[config.mk]
export PLATFORM = sky130hd
export DESIGN_NAME = rgb_slice_writer
export DESIGN_NICKNAME = d
export VERILOG_FILES = /design/src/rtl/rgb_slice_writer.sv
export SDC_FILE = /design/constraint.sdc
export NUM_CORES = 1
export LEC_CHECK = 0
export BUFFER_PORTS_ARGS = -buffer_cell sky130_fd_sc_hd__buf_2
export CAP_MARGIN = 20
export CELL_PAD_IN_SITES_DETAIL_PLACEMENT = 0
export CELL_PAD_IN_SITES_GLOBAL_PLACEMENT = 1
export CORE_MARGIN = 1
export CORE_UTILIZATION = 45
export DETAILED_ROUTE_END_ITERATION = 6
export GPL_ROUTABILITY_DRIVEN = 0
export PLACE_DENSITY = 0.89
export SYNTH_ARGS = -nofsm -noshare
export SYNTH_HDL_FRONTEND = slang
export SYNTH_SLANG_ARGS = --single-unit
export TNS_END_PERCENT = 20
[constraint.sdc]
create_clock -name clk -period 6.8 [get_ports clk]
set_input_delay 1.02 -clock clk [delete_from_list [all_inputs] [get_ports clk]]
set_output_delay 1.02 -clock clk [all_outputs]
set_load 0.01 [all_outputs]
[src/rtl/rgb_slice_writer.sv]
// rgb_slice_writer: packs the SBC parallel RGB stream into 16-bit voxels and writes whole slices into a RAM ring.
// Optional feature macro: RGB_SLICE_WRITER_ROUND_EN (rounded channel packing instead of truncation).
`default_nettype none

module rgb_slice_writer #(
    parameter int unsigned                RAM_ADDR_WIDTH = 32,
    parameter int unsigned                RAM_DATA_WIDTH = 16,
    parameter logic [RAM_ADDR_WIDTH-1:0]  RAM_BASE       = '0,
    parameter int unsigned                IMAGE_SIZE     = 1920,
    parameter int unsigned                SLICES_IN_RAM  = 18,
    parameter int unsigned                PRELOAD_SLICES = 2
) (
    input  logic                      clk,
    input  logic                      rst,
    input  logic [23:0]               rgb,
    input  logic                      rgb_valid,
    input  logic                      vsync,
    output logic [RAM_ADDR_WIDTH-1:0] ram_addr,
    output logic [RAM_DATA_WIDTH-1:0] ram_data,
    output logic                      ram_we,
    output logic                      stream_ready,
    output logic [4:0]                slice_count
);

    // state      | meaning
    // WAIT_FRAME | idle between frames, pixels ignored until a vsync rising edge
    // FILL       | accepting pixels of the current slice, one RAM write per pixel
    // DONE       | full slice written; advance the ring and count it (one cycle)

    typedef enum logic [1:0] {
        WAIT_FRAME = 2'd0,
        FILL       = 2'd1,
        DONE       = 2'd2
    } state_t;

    localparam int unsigned PIX_W = $clog2(IMAGE_SIZE + 1);
    localparam int unsigned IDX_W = (SLICES_IN_RAM > 1) ? $clog2(SLICES_IN_RAM) : 1;

    localparam logic [PIX_W-1:0]          LAST_PIX    = PIX_W'(IMAGE_SIZE - 1);
    localparam logic [IDX_W-1:0]          LAST_IDX    = IDX_W'(SLICES_IN_RAM - 1);
    localparam logic [RAM_ADDR_WIDTH-1:0] SLICE_STEP  = RAM_ADDR_WIDTH'(IMAGE_SIZE);
    localparam logic [4:0]                PRELOAD_CNT = 5'(PRELOAD_SLICES);

    if (RAM_DATA_WIDTH != 16) begin : g_bad_data_width
        $error("rgb_slice_writer: RAM_DATA_WIDTH must be 16");
    end
    if (PRELOAD_SLICES < 1 || PRELOAD_SLICES > SLICES_IN_RAM) begin : g_bad_preload
        $error("rgb_slice_writer: PRELOAD_SLICES must be within 1..SLICES_IN_RAM");
    end

    // Shared 9-bit path: rounding adds 4 before the shift, truncation does not; saturate at 31.
    function automatic logic [4:0] chan5(input logic [7:0] x);
        logic [8:0] sum;
`ifdef RGB_SLICE_WRITER_ROUND_EN
        sum = {1'b0, x} + 9'd4;
`else
        sum = {1'b0, x};
`endif
        sum = sum >> 3;
        chan5 = (sum > 9'd31) ? 5'd31 : sum[4:0];
    endfunction

    state_t                    state_q, state_d;
    logic                      vs_q, vs_d;
    logic [PIX_W-1:0]          pix_cnt_q, pix_cnt_d;
    logic [IDX_W-1:0]          slice_idx_q, slice_idx_d;
    logic [RAM_ADDR_WIDTH-1:0] slice_base_q, slice_base_d;
    logic [4:0]                slice_count_q, slice_count_d;
    logic                      stream_ready_q, stream_ready_d;
    logic                      ram_we_q, ram_we_d;
    logic [RAM_ADDR_WIDTH-1:0] ram_addr_q, ram_addr_d;
    logic [15:0]               ram_data_q, ram_data_d;

    logic                      frame_start;
    logic                      accept;
    logic [PIX_W-1:0]          slot;

    always_comb begin
        state_d        = state_q;
        vs_d           = vsync;
        pix_cnt_d      = pix_cnt_q;
        slice_idx_d    = slice_idx_q;
        slice_base_d   = slice_base_q;
        slice_count_d  = slice_count_q;
        stream_ready_d = stream_ready_q | (slice_count_q >= PRELOAD_CNT);
        ram_we_d       = 1'b0;
        ram_addr_d     = ram_addr_q;
        ram_data_d     = ram_data_q;
        frame_start    = vsync & ~vs_q;
        accept         = 1'b0;
        slot           = pix_cnt_q;

        case (state_q)
            WAIT_FRAME: begin
                if (frame_start) begin
                    state_d   = FILL;
                    pix_cnt_d = '0;
                end
            end

            FILL: begin
                // A new frame before the slice is full restarts the same slice at pixel 0.
                if (frame_start) begin
                    slot = '0;
                end
                accept = rgb_valid;
                if (accept) begin
                    ram_we_d   = 1'b1;
                    ram_addr_d = slice_base_q + RAM_ADDR_WIDTH'(slot);
                    ram_data_d = {chan5(rgb[7:0]), chan5(rgb[15:8]), 1'b0, chan5(rgb[23:16])};
                    pix_cnt_d  = slot + PIX_W'(1);
                    if (slot == LAST_PIX) begin
                        state_d = DONE;
                    end
                end else begin
                    pix_cnt_d = slot;
                end
            end

            DONE: begin
                if (slice_idx_q == LAST_IDX) begin
                    slice_idx_d  = '0;
                    slice_base_d = RAM_BASE;
                end else begin
                    slice_idx_d  = slice_idx_q + IDX_W'(1);
                    slice_base_d = slice_base_q + SLICE_STEP;
                end
                if (slice_count_q != 5'd31) begin
                    slice_count_d = slice_count_q + 5'd1;
                end
                pix_cnt_d = '0;
                state_d   = frame_start ? FILL : WAIT_FRAME;
            end

            default: begin
                state_d   = WAIT_FRAME;
                pix_cnt_d = '0;
            end
        endcase
    end

    always_ff @(posedge clk) begin
        if (rst) begin
            state_q        <= WAIT_FRAME;
            vs_q           <= 1'b0;
            pix_cnt_q      <= '0;
            slice_idx_q    <= '0;
            slice_base_q   <= RAM_BASE;
            slice_count_q  <= '0;
            stream_ready_q <= 1'b0;
            ram_we_q       <= 1'b0;
            ram_addr_q     <= RAM_BASE;
            ram_data_q     <= '0;
        end else begin
            state_q        <= state_d;
            vs_q           <= vs_d;
            pix_cnt_q      <= pix_cnt_d;
            slice_idx_q    <= slice_idx_d;
            slice_base_q   <= slice_base_d;
            slice_count_q  <= slice_count_d;
            stream_ready_q <= stream_ready_d;
            ram_we_q       <= ram_we_d;
            ram_addr_q     <= ram_addr_d;
            ram_data_q     <= ram_data_d;
        end
    end

    assign ram_addr     = ram_addr_q;
    assign ram_data     = ram_data_q;
    assign ram_we       = ram_we_q;
    assign stream_ready = stream_ready_q;
    assign slice_count  = slice_count_q;

endmodule

`default_nettype wire
Word-level counts from Yosys, hierarchy flattened. Index checks and enable logic that the tools add are counted.

Equal/unequal tests: 8. Shift operators: 0. $mul: 0. Bitwise logic cells: 4. Add/sub/neg operators: 5. $lt $le $gt $ge: 4. Reductions and logical operators: 5. Muxes and demuxes: 15. Divide/modulo/power cells: 0.

Operator list (number): $mux W11 (3); $add A32 B11 Y32 (1); $add A32 B11 Y32 const B (1); $mux W32 (1); $pmux W11 S2 (1); $mux W5 (4); $gt A5 B5 Y1 const B (3); $add A11 B1 Y11 const B (1); $eq A11 B11 Y1 const B (1); $add A5 B1 Y5 const B (2); $mux W2 (3); $ne A2 B2 Y1 const B (3); $pmux W2 S3 (1); $eq A5 B5 Y1 const B (1); $ge A5 B2 Y1 const B (1); $ne A5 B5 Y1 const B (1); $reduce_and A2 Y1 (2); $reduce_and A3 Y1 (1); $eq A2 B1 Y1 const B (1); $eq A2 B2 Y1 const B (1); $logic_not A2 Y1 (1); $mux W1 (2); $not A1 Y1 (2); $reduce_or A2 Y1 (1); other kinds (2) (2).

Output and inout port bits: 55. Bits in writable memories: 0. Bits in latches: 0. ROM bits: 0. Memories: 0. Flip-flop bits (word level): 105.

Depth between registers and ports, before layout. Gate-level depths: netlist of the first run.

Depth in word-level cells: 8. Gate-level depth with buffers: 10.

Worst setup path after synthesis of the first run. No wires, ideal clock.

Kind: input port to flip-flop. Start: in vsync. End: reg ram_addr_q[29], in the netlist ram_addr[29]. Data required time: 6.678 ns. Arrival time: 3.065 ns. Path slack: 3.613 ns. Cell stages on the path: 10. Buffers on the path: 2. Path through: nand2b_1 -> clkbuf_1 -> and2_1 -> ha_1 -> a21oi_1 -> o21ai_0 -> buf_2 -> nand3_1 -> o21a_1 -> o32a_1.

Word-level cells in the longest chain between the ends: 4.

RTL lines: from (decl) (line 17) `input logic vsync,`; $and A1 B1 Y1 (line 89) `frame_start = vsync & ~vs_q;`; $mux W11 (line 103) `if (frame_start) begin`; $mux W11 (line 93) `case (state_q)`; $add A32 B11 Y32 (line 109) `ram_addr_d = slice_base_q + RAM_ADDR_WIDTH'(slot);`; to (signal assigned) (line 163) `ram_addr_q <= ram_addr_d;`; to (decl) (line 71) `logic [RAM_ADDR_WIDTH-1:0] ram_addr_q, ram_addr_d;`.

Every way passes these cells. The select of a mux whose other input is x is not followed. A chain may end at the register's enable or synchronous reset.

Final worst setup path of the first run.
Start: in vsync. End: reg ram_addr_q[24], in the netlist ram_addr[24].

Same word-level chain as after synthesis.

==> qor.csv, run 1 <==
metric,value,unit
dr.first_iter.drc_count,291,
power.total,0.00103,W
yosys_warnings,0,
crit_fanout,14,
synthTopCellsByArea,"dfxtp_1 42%, nand2_1 5.5%, xor2_1 4.9%",
r2r_cells,8,
initial_utilization,47.1,%
power.leakage,2.01,nW
crit_type,in2reg,
hold_path_depth,2,
synth.avg_cell_area,8.55,µm²
diodes,0,
cts_tree,yes,
num_vias,4035,
min_period_over_period,47.6,%
drive_above_1_share,18.2,%
drv_cap,0,
synth_seq_cells,98,
grt_pass1_wl,18400,µm
reg2reg_setup_slack,3890,ps
drv_slew,0,
hold_violations,0,
path_clk_slew,90,ps
max_slew_margin,41.3,%
die_h,104,µm
clk_latency,380,ps
period_minus_slack,3240,ps
cts.sinks,98,
cts_buffers,9,
htreeDepth,3,
grt_overflow,0,
placedCellCount,726,
whs_endpoint,ram_addr[9]$_SDFFE_PP0P_,
wl,11100,µm
die_w,104,µm
pin_count,83,
switchingPower,0.000250,W
path_cells,"buf_2, nand2b_1, and2_1, ha_1, a211oi_1, nor2_1, a211oi_2, o31ai_1, a311oi_1",
r2r-end,ram_addr[24]$_SDFFE_PP0P_,
post_cts_buffers,0,
ys_seq_area_share,41.9,%
dpl_cell_area,5070,µm²
setup_viol,0,
synth_top_family_by_area,simple AND/OR/NAND/NOR gates,
track_usage,21.2,%
cts_hold_buf,0,
grt_max_degree,52,
synthAdderAreaFrac,3.20,%
drc,0,
seqPwrFrac,57.7,%
p_int,0.000776,W
r2r_start,vs_q$_SDFF_PP0_,
hpwlAfterDp,7830,µm
p_sw_share,24.3,%
root_buffer,clkbuf_8,
ir_worst_vdd,127,µV
outcome,"finished, final reports clean",
crit_path_end_kind,flop,
setup_tns,0,ps
cts_resized,0,
synth_edf_count,0,
design.core.area,9950,µm²
power_density,195,nW/µm²
synth_xor_area_share,8.79,%
grt_pass1_vias,3673,
hold_path_startpoint,ram_addr[9]$_SDFFE_PP0P_,
worstPathRequired,7090,ps
final_cells,742,
cp_data_arrival_time,3530,ps
io_buffers,72,
die_area,10800,µm²
antenna_found_initial,0,
nNetsFinal,644,
rows,36,
ys_async_sr_fraction,0,%
min_path_type,reg2reg,
wl_per_cell,15.0,µm
synth.distinct_cells,56,
synthCells,548,
yosys.area_share.simple,27.1,%
design_area,5260,µm²
critPathLaunchType,primary input,
worst_pin_slew,878,ps
power_frac_clock,36.0,%
clockBufferDepth,2,
synth_top_cell_by_area,dfxtp_1,
syn_to_final_growth,12.1,%
synth_top_area_share,41.9,%
drt-vias-per-instance,5.44,
ant_nets,0,
synth_compound_area_share,14.1,%
first_pass_iters,5,
clock_skew,9.41,ps
rsz0062_at_grt,false,
max_stage_delay,610,ps
startpoint,vsync,
combPwrFrac,6.3,%
synth_ff_type,dfxtp_1,
slowest_stage,a211oi_2,
syn_area,4690,µm²
fmax,0.309,GHz
synth_mux_area_share,0,%
==> per-layer routing <==
layer	share of wire [%]	track usage [%]
met5	0	0
met4	1.0	5.71
met3	5.1	5.70
met2	46	33.5
met1	48	28.4
==> synth_stat cells, drive strengths merged (7+ instances only) <==
cell,instances
ha,12
and3,13
nand2,69
inv,8
and2,12
or3,11
a211oi,13
a21oi,42
clkbuf,29
xnor2,21
nand4,17
nor2,61
o31ai,8
o21ai,16
or4,10
xor2,26
nand3,24
nor3,7
dfxtp,98
==> per-stage QoR <==
| stage | setup WS (ps) | util, % | hold WS [ps] |
|---|---|---|---|
| after global routing | 3440 | 52.8 | 465 |
| after floorplan | 3610 | - | 462 |
| final | 3560 | 52.8 | 456 |
| after detailed placement | 3210 | 50.9 | 447 |
| after CTS | 3610 | 52.8 | 459 |
| after global placement | 3310 | 50.9 | 439 |
==> state kept, by name, summed over array words and instances (netlist names) <==
register and count:
ram_addr 32, slice_idx_q 5, pix_cnt_q 11, vs_q 1, ram_we 1, slice_base_q 25
stream_ready 1, state_q 2, slice_count 5, ram_data 15
==> how the worst max path moves through the flow <==
stage | endpoint | slack (ps) | depth (start not counted)
finish | ram_addr[24]$_SDFFE_PP0P_ | 3560 | 9
global route | ram_addr[16]$_SDFFE_PP0P_ | 3440 | 9
CTS | ram_addr[24]$_SDFFE_PP0P_ | 3610 | 9
detailed placement | ram_addr[24]$_SDFFE_PP0P_ | 3210 | 9
global placement | ram_addr[24]$_SDFFE_PP0P_ | 3310 | 9
floorplan | ram_addr[29]$_SDFFE_PP0P_ | 3610 | 10
==> critical path: cells and delay by family <==
family                     cells  cell delay (ps)
adders and majority gates      1              360
buffers and inverters          1               90
AOI/OAI and AO/OA              4             1330
and+or+nand+nor                3              730
==> logic make-up after synthesis <==
logic type / after synthesis
fa+ha+maj: 12
buf+inv: 41
compound gates: 102
simple gates: 247
xor+xnor: 47
flops: 98
other cells: 1
==> layout by cell type (no fill, tap or decap), types with 4 or more instances in the layout <==
cell type | netlist | final
xor2_1 | 26 | 26
nand3_1 | 24 | 24
dfxtp_1 | 98 | 98
or3_1 | 10 | 10
a31oi_1 | 5 | 5
nor2b_1 | 4 | 4
a311oi_1 | 5 | 5
clkbuf_8 | 6 | 9
nor2_1 | 59 | 59
a211oi_1 | 11 | 11
ha_1 | 12 | 12
nor3_1 | 6 | 6
nor4_1 | 4 | 4
clkinv_2 | 0 | 4
and2_1 | 10 | 10
nand2_1 | 69 | 69
o31ai_1 | 8 | 8
nand2b_1 | 4 | 4
nand4_1 | 16 | 16
o21ai_0 | 16 | 16
or4_1 | 10 | 10
xnor2_1 | 21 | 21
buf_2 | 2 | 72
buf_4 | 2 | 5
a21oi_1 | 42 | 42
inv_1 | 8 | 8
and3_1 | 10 | 10
==> layout make-up <==
| cell class | instances | area [µm²] |
|---|---|---|
| flip-flops and latches | 98 | 1960 |
| repair buffers | 77 | 398 |
| multi-input cells | 410 | 2510 |
| fillers | 941 | 4700 |
| clock buffers | 10 | 128 |
| inverters | 8 | 30.0 |
| clock inverters | 6 | 57.6 |
| well taps | 133 | 166 |
==> power groups by stage <==
stage / logic [W] / registers, W / clock network [W]
floorplan: 0.0000364 / 0.000610 / 0
finish: 0.0000644 / 0.000592 / 0.000369
global placement: 0.0000639 / 0.000605 / 0
global route: 0.0000712 / 0.000594 / 0.000402
detailed placement: 0.0000650 / 0.000605 / 0
CTS: 0.0000651 / 0.000592 / 0.000381
No activity file was read; power rests on OpenSTA's default activity.
==> run 2, diff against run 1 <==
--- a/config.mk
+++ b/config.mk
@@ -10,10 +10,10 @@
 export CELL_PAD_IN_SITES_DETAIL_PLACEMENT = 0
 export CELL_PAD_IN_SITES_GLOBAL_PLACEMENT = 1
 export CORE_MARGIN = 1
-export CORE_UTILIZATION = 45
+export CORE_UTILIZATION = 38
 export DETAILED_ROUTE_END_ITERATION = 6
 export GPL_ROUTABILITY_DRIVEN = 0
-export PLACE_DENSITY = 0.89
+export PLACE_DENSITY = 0.8
 export SYNTH_ARGS = -nofsm -noshare
 export SYNTH_HDL_FRONTEND = slang
 export SYNTH_SLANG_ARGS = --single-unit
==> constraint.sdc (replaced) <==
create_clock -name clk -period 2.9 [get_ports clk]
set_input_delay 0.435 -clock clk [delete_from_list [all_inputs] [get_ports clk]]
set_output_delay 0.435 -clock clk [all_outputs]
set_load 0.01 [all_outputs]
==> run 2 against run 1 <==
Against the previous run: first-iteration DRC count fell by 19%; cell area rose by 3.1%; core utilization fell by 7.7 points; combinational power rose by 140%; wire length fell by 0.61%; non-clock buffer count rose by 5; highest routed layer unchanged; clock skew fell by 0.84 ps; worst setup slack got worse by 3300 ps; die area rose by 18%.
==> qor.csv, run 2 (same netlist as run 1, synthesis figures left out) <==
metric,value,unit
drv_slew,0,
design_area,5420,µm²
drc,0,
holdWs,320,ps
diodes,0,
cts.sinks,98,
first_pass_iters,4,
wl,11000,µm
max_slew_margin,51.7,%
grt_pass1_wl,18300,µm
die_area,12800,µm²
final_common_cell,dfxtp_1,
r2r_cells,9,
setup_viol,0,
rows,40,
dr.first_iter.drc_count,237,
cts_buffers,9,
wl_per_cell,14.5,µm
largest_reg_flops,32,
syn_to_final_growth,15.6,%
grt_overflow,0,
io_buffers,72,
post_cts_buffers,0,
rsz0062_at_grt,false,
cts_hold_buf,0,
outcome,"finished, final reports clean",
power_density,492,nW/µm²
period_minus_slack,2630,ps
root_buffer,clkbuf_16,
grt_max_degree,42,
clock_skew,8.57,ps
num_vias,4056,
cts_tree,yes,
final_cell_mix,"98 x dfxtp_1, 72 x buf_2, 69 x nand2_1",
setup_tns,0,ps
post-place-ws,163,ps
ant_nets,0,
fillers,1210,
cts_resized,0,
min_period_over_period,90.5,%
setup_ws,275,ps
hold_violations,0,
drive_above_1_share,18.9,%
clockBufferDepth,2,
worst_pin_slew,718,ps
power.leakage,2.07,nW
fmax,0.381,GHz
clk_latency,350,ps
initial_utilization,39.0,%
grt_pass1_vias,3619,
endpoint,ram_addr[14]$_SDFFE_PP0P_,
die_h,113,µm
hold_path_startpoint,vsync,
design.core.area,12000,µm²
cp_data_arrival_time,2890,ps
final_util,45.1,%
r2r_start,vs_q$_SDFF_PP0_,
crit_fanout,11,
nNetsFinal,649,
htreeDepth,3,
hpwlAfterDp,8060,µm
ir_worst_vdd,225,µV
dpl_cell_area,5140,µm²
r2r-end,ram_addr[14]$_SDFFE_PP0P_,
antenna_found_initial,0,
drt-vias-per-instance,5.34,
path_clk_slew,70,ps
critPathLaunchType,flop,
drv_cap,0,
pin_count,83,
worstPathRequired,3160,ps
startpoint,vs_q$_SDFF_PP0_,
crit_type,reg2reg,
min_path_type,in2reg,
reg2reg_setup_slack,270,ps
track_usage,18.2,%
die_w,113,µm
crit_path_end_kind,flop,
==> run 2: changes by cell type in the layout (fill, tap and decap cells not counted) <==
cell,change
bufinv_16,-1
buf_12,+1
clkinvlp_4,+2
clkbuf_1,-1
buf_4,+4
clkbuf_8,-7
clkbuf_16,+9
clkinv_2,-3
==> run 2: power by group <==
| part | switching (W) | internal (W) | leakage, nW |
|---|---|---|---|
| Combinational | 0.0000973 | 0.0000575 | 1.15 |
| Clock | 0.000502 | 0.000622 | 0.130 |
| Sequential | 0.0000144 | 0.00137 | 0.793 |
==> run 2: worst min path at each step <==
| stage | end | slack, ps | depth (start not counted) |
|---|---|---|---|
| after floorplan | ram_addr[5]$_SDFFE_PP0P_ | 460 | 2 |
| final | vs_q$_SDFF_PP0_ | 320 | 2 |
| after global routing | ram_data[12]$_SDFFE_PP0P_ | 310 | 3 |
| after detailed placement | ram_addr[31]$_SDFFE_PP0P_ | 450 | 2 |
| after global placement | ram_data[15]$_SDFFE_PP0P_ | 440 | 2 |
| after CTS | ram_data[1]$_SDFFE_PP0P_ | 310 | 3 |
==> run 2: per-stage QoR <==
step | total power, W | std cells
final | 0.00267 | 760
after detailed placement | 0.00158 | 745
after floorplan | 0.00152 | 549
after CTS | 0.00270 | 760
after global routing | 0.00278 | 760
after global placement | 0.00157 | 745
==> run 2: cell type report <==
type                    count  area (µm²)  share of cell area [%]
multi-input cells         410        2510                    46.4
clock buffers              11         253                    4.67
well taps                 147         184                    3.39
repair buffers             82         448                    8.27
flip-flops and latches     98        1960                    36.2
inverters                   8        30.0                   0.554
clock inverters             4        27.5                   0.508
==> run 2: metal layers <==
metal	vias up	global-route usage (%)	wire length [µm]
li1	2057	-	-
met1	1905	25.6	5410
met2	79	27.4	4960
met3	15	3.91	459
met4	0	6.58	209
met5	-	0	0
==> run 2: critical path, stage by stage (launching register included) <==
cell,delay (ps)
dfxtp_1,310
nand2b_1,250
and2_1,260
ha_1,340
a21oi_1,300
o21ai_0,140
buf_4,190
a41oi_4,350
o21ai_0,130
a311oi_1,260
==> run 3, diff against run 2 <==
--- a/config.mk
+++ b/config.mk
@@ -10,10 +10,11 @@
 export CELL_PAD_IN_SITES_DETAIL_PLACEMENT = 0
 export CELL_PAD_IN_SITES_GLOBAL_PLACEMENT = 1
 export CORE_MARGIN = 1
-export CORE_UTILIZATION = 38
+export CORE_UTILIZATION = 42
 export DETAILED_ROUTE_END_ITERATION = 6
 export GPL_ROUTABILITY_DRIVEN = 0
-export PLACE_DENSITY = 0.8
+export PLACE_DENSITY = 0.84
+export SLEW_MARGIN = 20
 export SYNTH_ARGS = -nofsm -noshare
 export SYNTH_HDL_FRONTEND = slang
 export SYNTH_SLANG_ARGS = --single-unit
==> constraint.sdc (replaced) <==
create_clock -name clk -period 3 [get_ports clk]
set_input_delay 0.45 -clock clk [delete_from_list [all_inputs] [get_ports clk]]
set_output_delay 0.45 -clock clk [all_outputs]
set_load 0.01 [all_outputs]
==> run 3 against run 2 <==
Against the previous run: largest power group unchanged; fmax down 1.9%; global-route usage grew 2.1 points; largest cell class unchanged; clock power fell by 24%.
==> qor.csv, run 3 (same netlist as run 1, synthesis figures left out) <==
metric,value,unit
outcome,"finished, final reports clean",
max_stage_delay,440,ps
power_frac_clock,36.4,%
max_slew_margin,52.3,%
crit_buf_inv,1,
ir_worst_vdd,201,µV
combPwrFrac,6.4,%
wl_per_cell,14.9,µm
rsz0062_at_grt,false,
cts.sinks,98,
worstPathRequired,3280,ps
grt_pass1_vias,3727,
final_common_cell,dfxtp_1,
grt_max_degree,37,
initial_utilization,43.2,%
drive_above_1_share,18.9,%
fmax,0.374,GHz
pin_count,83,
track_usage,20.3,%
final_cells,753,
power_density,441,nW/µm²
holdWs,299,ps
hpwlAfterDp,8200,µm
htreeDepth,3,
final_util,49.0,%
io_buffers,72,
design.core.area,10800,µm²
period_minus_slack,2680,ps
cts_tree,yes,
setup_tns,0,ps
slowest_stage,or4_1,
antenna_found_initial,0,
dr.first_iter.drc_count,276,
path_clk_slew,100,ps
diodes,0,
clockBufferDepth,2,
die_w,108,µm
num_vias,4073,
drt-vias-per-instance,5.41,
cp_data_arrival_time,2950,ps
cts_buffers,9,
hold_violations,0,
cts_hold_buf,0,
fillers,1046,
grt_pass1_wl,18300,µm
nNetsFinal,648,
crit_type,reg2reg,
first_pass_iters,4,
placedCellCount,737,
power.leakage,2.03,nW
crit_fanout,11,
seqPwrFrac,57.2,%
crit_family,simple AND/OR/NAND/NOR gates,
largest_reg_flops,32,
die_h,108,µm
root_buffer,clkbuf_8,
critPathLaunchType,flop,
p_sw_share,24.7,%
wl,11300,µm
min_period_over_period,89.2,%
setup_viol,0,
min_path_type,in2reg,
post-place-ws,215,ps
setup_ws,323,ps
grt_overflow,0,
clock_skew,9.96,ps
die_area,11600,µm²
clk_latency,370,ps
final_cell_mix,"98 x dfxtp_1, 72 x buf_2, 69 x nand2_1",
path_cells,"nand2b_1, and2_1, ha_1, a21oi_1, o21ai_0, buf_4, a41oi_4, or4_1, a311oi_1",
crit_path_end_kind,flop,
worst_pin_slew,710,ps
drv_cap,0,
p_int,0.00177,W
ant_nets,0,
syn_to_final_growth,13.4,%
switchingPower,0.000579,W
cts_resized,0,
drc,0,
rows,38,
post_cts_buffers,0,
drv_slew,0,
-- run 3: metal layers --
| metal | vias up | share of wire (%) | global-route usage, % |
|---|---|---|---|
| met5 | - | 0 | 0 |
| met4 | 0 | 3.4 | 10.7 |
| met3 | 26 | 3.9 | 3.15 |
| met2 | 84 | 45 | 30.8 |
| met1 | 1922 | 48 | 27.7 |
| li1 | 2041 | - | - |
-- run 3: area by class of cell --
type,count,area (µm²),share of cell area (%)
well taps,140,175,3.30
repair buffers,81,440,8.29
inverters,8,30.0,0.565
multi-input cells,410,2510,47.3
clock buffers,9,124,2.33
clock inverters,7,68.8,1.30
flip-flops and latches,98,1960,36.9
-- run 3: path summary, 6_finish.rpt --
kind	from	to	slack, ps	cells past startpoint
min	rgb[20]	ram_data[1]$_SDFFE_PP0P_	300	3
max	vs_q$_SDFF_PP0_	ram_addr[30]$_SDFFE_PP0P_	320	9
min reg2reg	ram_data[15]$_SDFFE_PP0P_	ram_data[15]$_SDFFE_PP0P_	460	2
max reg2reg	vs_q$_SDFF_PP0_	ram_addr[30]$_SDFFE_PP0P_	320	9
-- run 3: metrics by stage --
stage	power, W	area [µm²]
detailed placement	0.00152	5120
floorplan	0.00147	4690
global placement	0.00152	5120
CTS	0.00237	5310
global route	0.00244	5310
finish	0.00235	5310
-- run 3: worst register-to-register path: stages, from the launching register on --
cell and delay [ps]:
dfxtp_1 320, nand2b_1 280, and2_1 270, ha_1 360, a21oi_1 140, o21ai_0 190, buf_4 220, a41oi_4 90
or4_1 450, a311oi_1 270
-- run 3: power groups by stage --
stage                logic, W  registers [W]  clock network, W
floorplan           0.0000824        0.00138                 0
global placement     0.000149        0.00137                 0
detailed placement   0.000151        0.00137                 0
CTS                  0.000152        0.00134          0.000877
global route         0.000167        0.00135          0.000933
finish               0.000150        0.00134          0.000853
